<file path="src/rtl/gf180mcu_osu_sc_gp12t3v3_lshifdn_hs_rx_if.sv">
// Bundle of the receive-side link signals: the 4-phase REQ/ACK crossing from
// the sender plus the VALID/READY word stream presented to core logic.
// The master side is the environment (sender + core consumer); the slave
// side is the receiver block itself.
interface gf180mcu_osu_sc_gp12t3v3_lshifdn_hs_rx_if #(
    parameter int WIDTH = 8
);
    logic             REQ;
    logic [WIDTH-1:0] DATA;
    logic             ACK;
    logic [WIDTH-1:0] Y;
    logic             VALID;
    logic             READY;
    logic             FULL;
    logic [15:0]      XFER_CNT;

    modport master (
        output REQ, DATA, READY,
        input  ACK, Y, VALID, FULL, XFER_CNT
    );

    modport slave (
        input  REQ, DATA, READY,
        output ACK, Y, VALID, FULL, XFER_CNT
    );
endinterface

</file>
<file path="src/rtl/gf180mcu_osu_sc_gp12t3v3_lshifdn_hs_rx.sv">
// Receive end of the 4-phase REQ/ACK crossing from the 3.3 V I/O domain into
// the core clock domain. REQ is synchronised; DATA is sampled only in the
// single capture cycle (it is held stable by the sender while REQ is high)
// and written into a small FIFO that feeds core logic over VALID/READY.
module gf180mcu_osu_sc_gp12t3v3_lshifdn_hs_rx #(
    parameter int WIDTH       = 8,
    parameter int SYNC_STAGES = 2,
    parameter int DEPTH       = 2
) (
    input  logic CLK,
    input  logic RST,
    gf180mcu_osu_sc_gp12t3v3_lshifdn_hs_rx_if.slave bus
);
    localparam int PTR_W = $clog2(DEPTH);
    localparam int CNT_W = $clog2(DEPTH + 1);

    typedef enum logic {
        IDLE  = 1'b0,
        ACKED = 1'b1
    } state_t;

    logic [SYNC_STAGES-1:0] req_sync_q;
    logic                   req_s;

    state_t                 state_q;
    logic                   ack_q;
    logic [15:0]            xfer_cnt_q;

    logic [WIDTH-1:0]       mem_q [DEPTH];
    logic [PTR_W-1:0]       wr_ptr_q;
    logic [PTR_W-1:0]       rd_ptr_q;
    logic [CNT_W-1:0]       count_q;
    logic [WIDTH-1:0]       y_q;

    logic                   full;
    logic                   valid;
    logic                   push;
    logic                   pop;
    logic [CNT_W-1:0]       count_next;
    logic [PTR_W-1:0]       wr_ptr_next;
    logic [PTR_W-1:0]       rd_ptr_next;
    logic [WIDTH-1:0]       head_next;
    logic [WIDTH-1:0]       y_next;

    assign req_s = req_sync_q[SYNC_STAGES-1];

    // Full/valid come from the pre-edge count, so a pop while full never
    // makes room for a push in the same cycle. Y is rebuilt from the
    // post-edge head so it stays a plain register output; when the FIFO
    // drains it simply keeps the last head word.
    always_comb begin
        full        = (count_q == CNT_W'(DEPTH));
        valid       = (count_q != '0);
        push        = (state_q == IDLE) && req_s && !full;
        pop         = valid && bus.READY;
        count_next  = count_q + CNT_W'(push) - CNT_W'(pop);
        wr_ptr_next = push ? wr_ptr_q + PTR_W'(1) : wr_ptr_q;
        rd_ptr_next = pop  ? rd_ptr_q + PTR_W'(1) : rd_ptr_q;
        if (push && (wr_ptr_q == rd_ptr_next)) begin
            head_next = bus.DATA;
        end else begin
            head_next = mem_q[rd_ptr_next];
        end
        y_next = (count_next != '0) ? head_next : y_q;
    end

    // REQ synchroniser: the only place the asynchronous request is sampled.
    always_ff @(posedge CLK) begin
        if (RST) begin
            req_sync_q <= '0;
        end else begin
            req_sync_q <= {req_sync_q[SYNC_STAGES-2:0], bus.REQ};
        end
    end

    // Handshake FSM: one capture per REQ high phase, ACK held until REQ drops.
    always_ff @(posedge CLK) begin
        if (RST) begin
            state_q    <= IDLE;
            ack_q      <= 1'b0;
            xfer_cnt_q <= '0;
        end else begin
            case (state_q)
                IDLE: begin
                    if (push) begin
                        ack_q      <= 1'b1;
                        state_q    <= ACKED;
                        xfer_cnt_q <= xfer_cnt_q + 16'd1;
                    end
                end
                ACKED: begin
                    if (!req_s) begin
                        ack_q   <= 1'b0;
                        state_q <= IDLE;
                    end
                end
                default: begin
                    ack_q   <= 1'b0;
                    state_q <= IDLE;
                end
            endcase
        end
    end

    // FIFO bookkeeping: pointers, occupancy and the registered head word.
    always_ff @(posedge CLK) begin
        if (RST) begin
            wr_ptr_q <= '0;
            rd_ptr_q <= '0;
            count_q  <= '0;
            y_q      <= '0;
        end else begin
            wr_ptr_q <= wr_ptr_next;
            rd_ptr_q <= rd_ptr_next;
            count_q  <= count_next;
            y_q      <= y_next;
        end
    end

    // FIFO storage: data only, written in the capture cycle, never reset.
    always_ff @(posedge CLK) begin
        if (push) begin
            mem_q[wr_ptr_q] <= bus.DATA;
        end
    end

    assign bus.ACK      = ack_q;
    assign bus.Y        = y_q;
    assign bus.VALID    = valid;
    assign bus.FULL     = full;
    assign bus.XFER_CNT = xfer_cnt_q;
endmodule

</file>
<file path="src/flat_wrapper.sv">
// flat-port wrapper written by rule: the top's interface ports become plain ports
module gf180mcu_osu_sc_gp12t3v3_lshifdn_hs_rx_flat 
#(
    parameter int WIDTH       = 8,
    parameter int SYNC_STAGES = 2,
    parameter int DEPTH       = 2
)
  (CLK, RST, bus_REQ, bus_DATA, bus_READY, bus_ACK, bus_Y, bus_VALID, bus_FULL, bus_XFER_CNT);
  gf180mcu_osu_sc_gp12t3v3_lshifdn_hs_rx_if #(.WIDTH(WIDTH)) bus_i ();
  input  logic CLK;
  input  logic RST;
  input wire logic [$bits(bus_i.REQ)-1:0] bus_REQ;
  input wire logic [$bits(bus_i.DATA)-1:0] bus_DATA;
  input wire logic [$bits(bus_i.READY)-1:0] bus_READY;
  output wire logic [$bits(bus_i.ACK)-1:0] bus_ACK;
  output wire logic [$bits(bus_i.Y)-1:0] bus_Y;
  output wire logic [$bits(bus_i.VALID)-1:0] bus_VALID;
  output wire logic [$bits(bus_i.FULL)-1:0] bus_FULL;
  output wire logic [$bits(bus_i.XFER_CNT)-1:0] bus_XFER_CNT;
  assign bus_i.REQ = bus_REQ;
  assign bus_i.DATA = bus_DATA;
  assign bus_i.READY = bus_READY;
  assign bus_ACK = bus_i.ACK;
  assign bus_Y = bus_i.Y;
  assign bus_VALID = bus_i.VALID;
  assign bus_FULL = bus_i.FULL;
  assign bus_XFER_CNT = bus_i.XFER_CNT;
  gf180mcu_osu_sc_gp12t3v3_lshifdn_hs_rx #(.WIDTH(WIDTH), .SYNC_STAGES(SYNC_STAGES), .DEPTH(DEPTH)) u_core (.CLK(CLK), .RST(RST), .bus(bus_i));
endmodule
</file>
<file path="config.mk">
export PLATFORM = sky130hd
export DESIGN_NAME = gf180mcu_osu_sc_gp12t3v3_lshifdn_hs_rx_flat
export DESIGN_NICKNAME = d
export VERILOG_FILES = /design/src/rtl/gf180mcu_osu_sc_gp12t3v3_lshifdn_hs_rx_if.sv /design/src/rtl/gf180mcu_osu_sc_gp12t3v3_lshifdn_hs_rx.sv /design/src/flat_wrapper.sv
export SDC_FILE = /design/constraint.sdc
export NUM_CORES = 1
export LEC_CHECK = 0
export BUFFER_PORTS_ARGS = -buffer_cell sky130_fd_sc_hd__buf_2
export CORE_MARGIN = 2
export CORE_UTILIZATION = 59
export DETAILED_ROUTE_END_ITERATION = 12
export GPL_TIMING_DRIVEN = 0
export PLACE_DENSITY = 0.94
export SYNTH_ARGS = -nofsm -noshare
export SYNTH_HDL_FRONTEND = slang
export SYNTH_SLANG_ARGS = --single-unit
</file>
<file path="constraint.sdc">
create_clock -name CLK -period 2.93 [get_ports CLK]
set_input_delay 0.293 -clock CLK [delete_from_list [all_inputs] [get_ports CLK]]
set_output_delay 0.293 -clock CLK [all_outputs]
set_load 0.05 [all_outputs]
</file>
# After elaboration in Yosys (flattened, before gate mapping)
# Memory sizes are Yosys's and may differ from the RTL's. A register that Yosys moved wholly into a read port is not among the register bits.
# Cells that the tools add are included.
[classes]
n_reduce_logical = 8
n_mux = 8
bitwise = 1
n_eq_ne = 3
add_sub_neg = 5
[op_table]
columns = ["operator", "n"]
rows = [
  ["$add 16x1->16 const B", 1],
  ["$mux 1", 6],
  ["$pmux 1 s2", 2],
  ["$reduce_and 2->1", 2],
  ["$reduce_bool 2->1", 2],
  ["$logic_and 1x1->1", 3],
  ["$add 1x1->1 const B", 2],
  ["$add 2x1->2", 1],
  ["$eq 2x2->1 const B", 1],
  ["$ne 2x1->1 const B", 1],
  ["$ne 2x2->1 const B", 1],
  ["$sub 2x1->2", 1],
  ["$logic_not 1->1", 1],
  ["$not 1->1", 1],
]
[word_totals]
n_memories = 1
out_inout_bits = 27
ramBits = 16
in_bits = 12
wordCells = 33
reg_bits = 24
[mem_list]
columns = ["memory", "words", "word_bits", "rd", "rd_ports_with_merged_regs", "write_ports", "line_no", "text"]
rows = [
  ["u_core.mem_q", 2, 8, 1, 1, 1, "gf180mcu_osu_sc_gp12t3v3_lshifdn_hs_rx.sv:29", "logic [WIDTH-1:0] mem_q [DEPTH];"],
]

# Depth between registers and ports, before layout
# Gate-level depths: netlist of run 1.
[logic_depth]
ltp_word = 6
mapped_depth = 9
depth_no_buf = 8

# Least setup slack after synthesis of run 1
# No wires, ideal clock.
[synth_timing]
path_kind = "register to register"
startpoint = "reg u_core.count_q[0]"
endpoint = "reg u_core.y_q[0] (netlist: u_core.bus.Y[0]) (read register of u_core.mem_q)"
setup_time_ns = 0.087
arrival_time_ns = 2.106
t_required_ns = 2.843
path_stages_with_launch = 8
path_slack_ns = 0.737
cell_sequence = "dfxtp_1 > nand2b_1 > inv_1 > mux2_2 > ha_1 > nor4b_2 > nand2_1 > o31ai_1"
[synth_via]
elab_chain_cells = 6
word_cells_on_any_way = 9
classes_between = "add/sub (2); eq/ne (1); mux (1); reduce/logical (5)"
[synth_lines]
columns = ["element", "line_no", "text"]
rows = [
  ["start: declaration", "gf180mcu_osu_sc_gp12t3v3_lshifdn_hs_rx.sv:32", "logic [CNT_W-1:0] count_q;"],
  ["start signal: assignment", "gf180mcu_osu_sc_gp12t3v3_lshifdn_hs_rx.sv:115", "count_q <= count_next;"],
  ["$eq 2x2->1", "gf180mcu_osu_sc_gp12t3v3_lshifdn_hs_rx.sv:52", "full = (count_q == CNT_W'(DEPTH));"],
  ["named net bus_FULL", "flat_wrapper.sv:18", "output wire logic [$bits(bus_i.FULL)-1:0] bus_FULL;"],
  ["$logic_not 1->1", "gf180mcu_osu_sc_gp12t3v3_lshifdn_hs_rx.sv:54", "push = (state_q == IDLE) && req_s && !full;"],
  ["$logic_and 1x1->1", "gf180mcu_osu_sc_gp12t3v3_lshifdn_hs_rx.sv:54", ""],
  ["$add 2x1->2", "gf180mcu_osu_sc_gp12t3v3_lshifdn_hs_rx.sv:56", "count_next = count_q + CNT_W'(push) - CNT_W'(pop);"],
  ["$sub 2x1->2", "gf180mcu_osu_sc_gp12t3v3_lshifdn_hs_rx.sv:56", ""],
  ["named net u_core.count_next[0]", "gf180mcu_osu_sc_gp12t3v3_lshifdn_hs_rx.sv:39", "logic [CNT_W-1:0] count_next;"],
  ["$reduce_bool 2->1", "gf180mcu_osu_sc_gp12t3v3_lshifdn_hs_rx.sv:64", "y_next = (count_next != '0) ? head_next : y_q;"],
  ["end: declaration", "gf180mcu_osu_sc_gp12t3v3_lshifdn_hs_rx.sv:33", "logic [WIDTH-1:0] y_q;"],
]
# The timed path passes the listed nets, and every way through them passes these cells.
# A chain may end at the register's enable or synchronous reset.

# Worst setup path after layout of run 1
[layout_timing]
startpoint = "reg u_core.count_q[1]"
endpoint = "reg u_core.y_q[7] (netlist: u_core.bus.Y[7]) (read register of u_core.mem_q)"
[layout_via]
elab_chain_cells = 6
word_cells_on_any_way = 9
classes_between = "add/sub (2); eq/ne (1); mux (1); reduce/logical (5)"
[layout_lines]
columns = ["element", "line_no", "text"]
rows = [
  ["$eq 2x2->1", "gf180mcu_osu_sc_gp12t3v3_lshifdn_hs_rx.sv:52", ""],
  ["$logic_not 1->1", "gf180mcu_osu_sc_gp12t3v3_lshifdn_hs_rx.sv:54", ""],
  ["$logic_and 1x1->1", "gf180mcu_osu_sc_gp12t3v3_lshifdn_hs_rx.sv:54", ""],
  ["named net u_core.push", "gf180mcu_osu_sc_gp12t3v3_lshifdn_hs_rx.sv:37", "logic push;"],
  ["$add 2x1->2", "gf180mcu_osu_sc_gp12t3v3_lshifdn_hs_rx.sv:56", ""],
  ["$sub 2x1->2", "gf180mcu_osu_sc_gp12t3v3_lshifdn_hs_rx.sv:56", ""],
  ["named net u_core.count_next[0]", "gf180mcu_osu_sc_gp12t3v3_lshifdn_hs_rx.sv:39", ""],
  ["$reduce_bool 2->1", "gf180mcu_osu_sc_gp12t3v3_lshifdn_hs_rx.sv:64", ""],
]
# The timed path passes the listed nets, and every way through them passes these cells.

==> flow_summary.yaml, run 1 <==
sta:
  rsz0062_at_grt: "false"
  finalClockSkew_ns: 0.00682
  final-hold-violation-count: 0
  relSlewSlack_pct: 42.0
  fin_crit_ns: 2.44
  final.setup.tns_ns: 0
  worstMarginPinSlew_ns: 0.869
  fin_hold_ws_ns: 0.200
  finalSetupViolCount: 0
  fmax_ghz: 0.409
  period_share_pct: 83.4
  maxSlewViolCount: 0
routing:
  wl_mm: 4.51
  drtPass1Iterations: 4
  wire_per_inst_um: 14.8
  dr.first_iter.drc_count: 107
  avgViaCountPerCell: 5.56
  drc: 0
  antenna_left: 0
  vias: 1695
power:
  p_leak_nw: 1.06
  p_per_area_nw_per_um2: 497
  peakVddDrop_mv: 0.376
  finalPower_w: 0.00125
logic_synthesis:
  synth-seq-cells: 48
  yosys_warnings: 0
  syn-cell-area_um2: 2180
  synthTopCellsByArea: "dfxtp_1 (29%), edfxtp_1 (22%), and3_1 (5.4%)"
  syn-instance-count: 212
  syn_nets: 226
  synth_cell_types: 36
  post-synth-top-area-cell: "dfxtp_1"
  synth_area_per_cell_um2: 10.3
  yosys.area.top_type_share_pct: 29.4
  ys_seq_area_share_pct: 51.4
global_routing:
  grt_max_degree: 17
  grt_pass1_vias: 1589
  grt_pass1_wl_mm: 7.37
  grt_overflow_total: 0
  antenna_found_initial: 0
  grt_usage_pct: 22.8
die:
  start_util_pct: 60.5
  floorplan.die.width_um: 64.8
  io_pins: 39
  rows: 22
  die_area_um2: 4200
  core_um2: 3610
  die_y_um: 64.8
clocking:
  htreeDepth: 2
  cts_tree: "yes"
  clkTransAtPathRegs_ns: 0.09
  clkLatencyLatePin_ns: 0.30
  clkSinkCount: 48
  post_cts_buffers: 0
  ctsResizeCount: 0
  cts_hold_buffers: 0
  root_buffer: "clkbuf_8"
  numCtsBuffers: 5
  clk_path_buf_depth: 2
layout:
  nets: 270
  area_growth_pct: 15.5
  layout_common_cells: "buf_2 (37), dfxtp_1 (32), nor2_1 (28), and3_1 (19), edfxtp_1 (16)"
  layout_commonest_cell: "buf_2"
  n_antenna_cell: 0
  finalInstanceArea_um2: 2520
  drive_gt1_share_pct: 22.6
place:
  gp_congestion: 0.808
  placed_area_um2: 2430
  io_buffer_count: 37
  dpl.hpwl_mm: 3.12
job:
  drv_cap: 0
critical_path:
  critPathRequiredTime_ns: 3.14
  critPathMaxFanout: 10
  r2r_cells: 8
  criticalPathCategory: "register to register"
  critPathLaunchType: "register"
  cp.arrival_ns: 2.66
  end_kind: "register"
outcome:
  outcome: "finished clean"
worst_hold_path:
  hold_path.class: "input pin to register"
  whs_path_depth: 2
per-stage QoR:
stage / std cells / worst slack, ns / utilization (%)
after global placement: 297 / 0.593 / 67.3
after detailed placement: 297 / 0.508 / 67.3
after global routing: 305 / 0.212 / 69.9
after floorplan: 212 / 0.737 / -
final: 305 / 0.487 / 69.9
after CTS: 305 / 0.473 / 69.9
cells by family (layout without fill, tap and decap cells):
| logic type | after synthesis | in the layout | share of synthesized area, % |
|---|---|---|---|
| flip-flops | 48 | 48 | 51.4 |
| XOR/XNOR | 18 | 18 | 8.43 |
| adder cells (fa/ha/maj) | 2 | 2 | 1.15 |
| AO/OA/AOI/OAI | 31 | 31 | 12.0 |
| buffers and inverters | 16 | 61 | 3.96 |
| multiplexers | 1 | 1 | 0.516 |
| AND/OR/NAND/NOR | 96 | 96 | 22.6 |
critical path: stages (launching register included):
cell and delay (ns):
dfxtp_1 0.45, nand2b_1 0.14, nand2_1 0.12, inv_1 0.09
buf_4 0.19, ha_1 0.35, nor4b_2 0.78, nand2_1 0.15
o31ai_1 0.10
metal layers:
metal	global-route usage, %	share of wire [%]	vias up
li1	-	-	836
met1	29.3	46	811
met2	38.1	49	44
met3	6.08	5.2	4
met4	5.85	0.60	0
met5	0	0	-
final cells by class:
cell class	count	area [um^2]
timing repair buffer	37	185
buffer	12	71.3
inverter	4	15.0
multi-input combinational	148	975
clock inverter	1	6.26
tap	48	60.1
sequential	48	1120
clock buffer	7	86.3
fill	275	1090
cells in the mapped netlist:
cell type / instances
xnor2_2: 1
and3_1: 19
nand3_1: 6
nor3_1: 9
a21oi_1: 3
and4_1: 1
nand2_1: 15
a2111oi_1: 1
or2_2: 1
a2111oi_2: 3
a2111oi_0: 4
o21ai_0: 1
mux2_2: 1
o21ai_4: 1
a21boi_0: 1
nor2_1: 28
nor3b_2: 1
xor2_4: 1
buf_4: 1
o21bai_1: 1
o31ai_1: 8
clkbuf_1: 8
xnor2_1: 5
and2_1: 1
nand3b_1: 1
nand2b_1: 4
inv_1: 4
buf_6: 3
o21a_1: 8
xor2_1: 11
edfxtp_1: 16
dfxtp_1: 32
nor2b_1: 5
ha_1: 2
nand4_1: 4
nor4b_2: 1
power by group:
part	leakage, nW	internal (W)	total, W	switching [W]
clock	0.0488	0.000193	0.000407	0.000214
combinational	0.603	0.0000462	0.000134	0.0000882
sequential	0.405	0.000702	0.000711	0.00000884
total	1.06	0.000941	0.00125	0.000312
sequential cells by signal (all words and copies together), names as in the netlist, 2 cells and up:
register             cells
u_core.mem_q            16
u_core.count_q           2
u_core.bus.XFER_CNT     16
u_core.bus.Y             8
u_core.req_sync_q        2
worst paths after layout:
check | slack, ns | from | end
worst max register to register | 0.49 | u_core.count_q[1] | u_core.bus.Y[7]
worst min register to register | 0.45 | u_core.req_sync_q[0] | u_core.req_sync_q[1]
worst max-delay path | 0.49 | u_core.count_q[1] | u_core.bus.Y[7]
worst min-delay path | 0.20 | bus_REQ | u_core.req_sync_q[0]
No activity file was read; power rests on OpenSTA's default activity.
==> inputs of run 2 (changes only) <==
- ABC_AREA: not set -> 1
- CORE_UTILIZATION: 59 -> 55
- PLACE_DENSITY: 0.94 -> 0.88
- clock period: 2.93 -> 2.35 ns (I/O delays scaled with it)
==> run 2 against run 1 <==
  * Combinational power up 51%
  * Clock skew is 0.0056 ns higher
  * Via count is 17% higher
  * Core utilization down 3.5 points
  * Die area increased by 12%
  * Critical endpoint is now u_core.bus.Y[0]
==> flow_summary.yaml, run 2 <==
critical_path:
  r2r_end: "u_core.bus.Y[0]"
  reg2reg_from: "u_core.count_q[0]"
  critPathRequiredTime_ns: 2.56
  cp.arrival_ns: 2.38
  end_kind: "register"
  criticalPathCategory: "register to register"
  critPathLaunchType: "register"
  critPathLaunch: "u_core.count_q[0]"
  r2r_cells: 13
  crit_end: "u_core.bus.Y[0]"
  critPathMaxFanout: 10
  reg2reg_slack_ns: 0.18
layout:
  n_antenna_cell: 0
  area_growth_pct: 16.2
  nets: 343
  layout_common_cells: "nand2_1 (83), buf_2 (38), inv_1 (37), dfxtp_1 (32), nor2_1 (26)"
  multiInputGateArea_um2: 977
  n_fill_cell: 329
  layout_commonest_cell: "nand2_1"
  drive_gt1_share_pct: 19.7
  ff_latch_area_um2: 1120
routing:
  wire_per_inst_um: 13.2
  drtPass1Iterations: 4
  avgViaCountPerCell: 5.23
  antenna_left: 0
  dr.first_iter.drc_count: 186
  drc: 0
  wl_mm: 5.00
  vias: 1988
sta:
  maxSlewViolCount: 0
  finalClockSkew_ns: 0.0124
  finalWorstSetupSlack_ns: 0.178
  worstMarginPinSlew_ns: 0.790
  final.setup.tns_ns: 0
  fin_crit_ns: 2.17
  period_share_pct: 92.4
  final-hold-violation-count: 0
  fin_hold_ws_ns: 0.122
  finalSetupViolCount: 0
  relSlewSlack_pct: 47.1
  fmax_ghz: 0.460
  rsz0062_at_grt: "false"
logic_synthesis:
  synthTopCellsByArea: "dfxtp_1 (28%), edfxtp_1 (21%), nand2_1 (14%)"
  yosys_warnings: 0
  ys_seq_area_share_pct: 49.1
  synth-edff-count: 16
  syn-cell-area_um2: 2280
  yosys.area.top_type_share_pct: 28.0
  syn-instance-count: 284
  synthArstFlopShare_pct: 0
  netlist_top_cells_count: "nand2_1 (83), inv_1 (37), dfxtp_1 (32), nor2_1 (26), nand3_1 (24)"
  syn_nets: 298
  synth_cell_types: 31
  synth_area_per_cell_um2: 8.04
  synth_most_common_cell: "nand2_1"
  post-synth-top-area-cell: "dfxtp_1"
  synth_ff_type: "dfxtp_1"
  synth-seq-cells: 48
die:
  start_util_pct: 57.1
  core_um2: 4000
  die_area_um2: 4690
  io_pins: 39
  rows: 23
  die_y_um: 68.5
  floorplan.die.width_um: 68.5
place:
  dpl.hpwl_mm: 3.45
  place_ws_ns: 0.217
  io_buffer_count: 38
  gp_congestion: 0.766
global_routing:
  grt_max_degree: 17
  grt_pass1_vias: 1753
  grt_overflow_total: 0
  antenna_found_initial: 0
  grt_pass1_wl_mm: 7.65
  grt_usage_pct: 22.2
clocking:
  cts_hold_buffers: 0
  ctsResizeCount: 0
  numCtsBuffers: 5
  clk_path_buf_depth: 2
  clkSinkCount: 48
  clkTransAtPathRegs_ns: 0.10
  clkLatencyLatePin_ns: 0.31
  cts_tree: "yes"
  root_buffer: "clkbuf_8"
  htreeDepth: 2
  post_cts_buffers: 0
power:
  p_per_area_nw_per_um2: 645
  peakVddDrop_mv: 0.386
  internal_power_w: 0.00126
  p_leak_nw: 1.29
  seqPwrFrac_pct: 52.2
  pwr-share-comb_pct: 11.9
  p_clk_share_pct: 35.9
  p_sw_share_pct: 26.5
  power_switching_w: 0.000453
job:
  drv_cap: 0
worst_hold_path:
  hold_path.class: "input pin to register"
outcome:
  outcome: "finished clean"
-- run 2: kinds of logic (layout without fill, tap and decap cells) --
family	Yosys count	count (layout)	share of synthesized area, %
AOI/OAI and AO/OA	27	27	6.68
xor gates and xnor gates	1	1	1.20
adders and majority gates	2	2	1.10
buffers and inverters	45	91	8.16
DFF	48	48	49.1
and+or+nand+nor	161	161	33.8
-- run 2: worst min path at each step --
| stage | end | startpoint | slack (ns) | depth (start not counted) |
|---|---|---|---|---|
| 2_1_floorplan | u_core.bus.XFER_CNT[4] | RST | 0.31 | 1 |
| 3_3_place_gp | u_core.req_sync_q[1] | u_core.req_sync_q[0] | 0.39 | 2 |
| 3_5_place_dp | u_core.req_sync_q[1] | u_core.req_sync_q[0] | 0.40 | 2 |
| 4_1_cts | u_core.mem_q[1][0] | bus_DATA[0] | 0.12 | 1 |
| 5_1_grt | u_core.mem_q[0][0] | bus_DATA[0] | 0.12 | 1 |
| 6_report | u_core.mem_q[1][0] | bus_DATA[0] | 0.12 | 1 |
-- run 2: cell type report --
type                            count  area share [%]
Inverter                           40            5.75
Tap cell                           50            2.36
Clock inverter                      3            1.79
Buffer                              5            1.27
Timing Repair Buffer               38            7.17
Multi-Input combinational cell    191            36.8
Sequential cell                    48            42.2
Clock buffer                        5            2.59
-- run 2: power by group through the flow --
stage	clock (W)	sequential, W	combinational [W]
final	0.000615	0.000892	0.000203
after global routing	0.000651	0.000895	0.000221
after CTS	0.000618	0.000892	0.000204
after detailed placement	0	0.000911	0.000199
after global placement	0	0.000911	0.000194
after floorplan	0	0.000958	0.0000974
-- run 2: metal layers --
layer | vias up | GRT usage, % | wire (um)
met3 | 12 | 5.43 | 267
met5 | - | 0 | 0
met4 | 0 | 10.8 | 122
li1 | 999 | - | -
met2 | 52 | 36.2 | 2500
met1 | 925 | 27.3 | 2100
-- run 2: through the flow --
step                power, W  area, um^2  util [%]  instances
floorplan            0.00106        2280         -        284
global placement     0.00110        2540      63.4        372
detailed placement   0.00111        2540      63.4        372
CTS                  0.00171        2650      66.3        380
global route         0.00177        2650      66.3        380
finish               0.00171        2650      66.3        380
-- run 2: critical path: stages (launching register included) --
cell and delay (ns):
dfxtp_1 0.43, inv_2 0.06, nand2_2 0.08, nand2_2 0.09, buf_6 0.16, inv_4 0.11, buf_6 0.16, ha_1 0.24
xor2_4 0.33, nand3b_1 0.16, nand2_1 0.10, inv_1 0.04, nand2_1 0.06, inv_1 0.04
==> inputs of run 3 (changes only) <==
- CORE_UTILIZATION: 55 -> 52
- CTS_BUF_LIST: not set -> sky130_fd_sc_hd__clkbuf_8
- clock period: 2.35 -> 1.8 ns (I/O delays scaled with it)
==> run 3 against run 2 <==
  * Critical path depth shrank 1
  * Critical endpoint is now u_core.bus.Y[5]
  * Setup slack got worse by 0.084 ns
  * Highest routed layer unchanged
  * Register-to-register slack lost 0.08 ns
  * Total power increased by 27%
  * Clock skew is 0.0068 ns lower
  * Sequential power up 31%
  * Global-route usage is 2.0 points lower
==> flow_summary.yaml, run 3 (synthesis results as in run 2) <==
power:
  peakVddDrop_mv: 0.433
  p_leak_nw: 1.31
  p_per_area_nw_per_um2: 799
sta:
  finalWorstSetupSlack_ns: 0.0938
  worstMarginPinSlew_ns: 0.686
  fin_hold_ws_ns: 0.0807
  finalClockSkew_ns: 0.00561
  period_share_pct: 94.8
  relSlewSlack_pct: 54.1
  maxSlewViolCount: 0
  fmax_ghz: 0.586
  final-hold-violation-count: 0
  fin_crit_ns: 1.71
  rsz0062_at_grt: "true"
  finalSetupViolCount: 0
critical_path:
  criticalPathCategory: "register to register"
  reg2reg_slack_ns: 0.09
  critPathRequiredTime_ns: 2.00
  reg2reg_from: "u_core.count_q[0]"
  critPathLaunchType: "register"
  end_kind: "register"
  r2r_cells: 12
  worst_path_max_delay_cell: "dfxtp_4"
  critPathMaxStageDelay_ns: 0.37
  cp.arrival_ns: 1.90
  critPathMaxFanout: 17
  cp_cell_sequence: "inv_2, nand2_2, nand2_4, buf_12, clkinv_8, ha_4, xor2_4, buf_12, nand2_4, nand3_1, nand2_1, inv_1"
  critPathLaunch: "u_core.count_q[0]"
  r2r_end: "u_core.bus.Y[5]"
  crit_end: "u_core.bus.Y[5]"
clocking:
  cts_tree: "yes"
  numCtsBuffers: 5
  root_buffer: "clkbuf_8"
  clkSinkCount: 48
  htreeDepth: 2
  cts_hold_buffers: 0
  clkTransAtPathRegs_ns: 0.08
  clkLatencyLatePin_ns: 0.29
  clk_path_buf_depth: 2
place:
  dpl.hpwl_mm: 3.59
  place_ws_ns: -0.272
  gp_congestion: 0.889
  io_buffer_count: 38
  placed_area_um2: 2540
die:
  floorplan.die.width_um: 70.3
  io_pins: 39
  die_area_um2: 4940
  core_um2: 4290
  rows: 24
  start_util_pct: 53.2
  die_y_um: 70.3
routing:
  drtPass1Iterations: 5
  routedLengthMet1_mm: 1.95
  drc: 0
  met2WireLength_mm: 2.32
  vias: 1969
  avgViaCountPerCell: 5.13
  wire_per_inst_um: 12.2
  wl_mm: 4.70
  dr.first_iter.drc_count: 144
  antenna_left: 0
  route.met3.wl_um: 339
  routed.top_layer: "met4"
layout:
  layout_commonest_cell: "nand2_1"
  n_antenna_cell: 0
  drive_gt1_share_pct: 21.4
  layout_common_cells: "nand2_1 (83), buf_2 (38), inv_1 (37), dfxtp_1 (30)"
  finalInstanceArea_um2: 2720
  area_growth_pct: 19.0
  n_fill_cell: 361
  nets: 345
global_routing:
  grt_pass1_wl_mm: 7.94
  grt_overflow_total: 0
  grt_max_degree: 18
  grt_pass1_vias: 1792
  grt_usage_pct: 20.2
  antenna_found_initial: 0
job:
  drv_cap: 0
outcome:
  outcome: "finished clean"
worst_hold_path:
  hold_path.class: "input pin to register"
==> run 3: per-layer routing <==
metal | GRT usage (%) | up-vias
li1 | - | 1012
met4 | 6.62 | 0
met2 | 34.1 | 72
met5 | 0 | -
met1 | 24.8 | 872
met3 | 5.77 | 13
==> run 3: where the power goes <==
part           leakage [nW]  total, W  switching, W  internal (W)
sequential            0.407   0.00117     0.0000175       0.00115
combinational         0.847  0.000268      0.000187     0.0000806
clock                0.0532  0.000739      0.000334      0.000405
total                  1.31   0.00217      0.000539       0.00163
==> run 3: through the flow <==
step	power [W]	std cells	utilization, %	setup TNS [ns]
2_1_floorplan	0.00138	284	-	0
3_3_place_gp	0.00144	374	59.2	-1.62
3_5_place_dp	0.00145	374	59.2	-1.90
4_1_cts	0.00218	382	62.3	0
5_1_grt	0.00227	384	63.3	-0.0111
6_report	0.00217	384	63.3	0
==> run 3: how the worst min path moves through the flow <==
| stage | startpoint | cells past startpoint | slack (ns) | endpoint |
|---|---|---|---|---|
| floorplan | RST | 1 | 0.26 | u_core.bus.XFER_CNT[4] |
| global placement | bus_REQ | 3 | 0.38 | u_core.req_sync_q[0] |
| detailed placement | bus_REQ | 3 | 0.39 | u_core.req_sync_q[0] |
| CTS | bus_REQ | 3 | 0.08 | u_core.req_sync_q[0] |
| global route | bus_DATA[5] | 1 | 0.07 | u_core.mem_q[0][5] |
| finish | bus_REQ | 3 | 0.08 | u_core.req_sync_q[0] |
==> run 3: worst max-delay path, delay by kind of cell, from the launching register on <==
kind                       cells  cell delay [ns]
DFF                            1             0.37
buffers and inverters          5             0.44
and+or+nand+nor                5             0.45
adders and majority gates      1             0.18
xor gates and xnor gates       1             0.15
==> run 3: repair_timing <==
action | 4_1_cts | 5_1_grt
cloned | 0 | 0
buffers inserted | 1 | 2
setup endpoints to repair | 17 | 16
hold endpoints to repair | 0 | 0
resized for setup | 4 | 10
==> run 3: cell type report <==
class / count / area [um^2] / area share [%]
buffer: 4 / 31.3 / 1.15
clock buffer: 5 / 68.8 / 2.53
inverter: 40 / 165 / 6.07
timing repair buffer: 41 / 225 / 8.28
multi-input combinational: 191 / 1000 / 36.8
clock inverter: 3 / 37.5 / 1.38
tap: 52 / 65.1 / 2.39
sequential: 48 / 1130 / 41.4
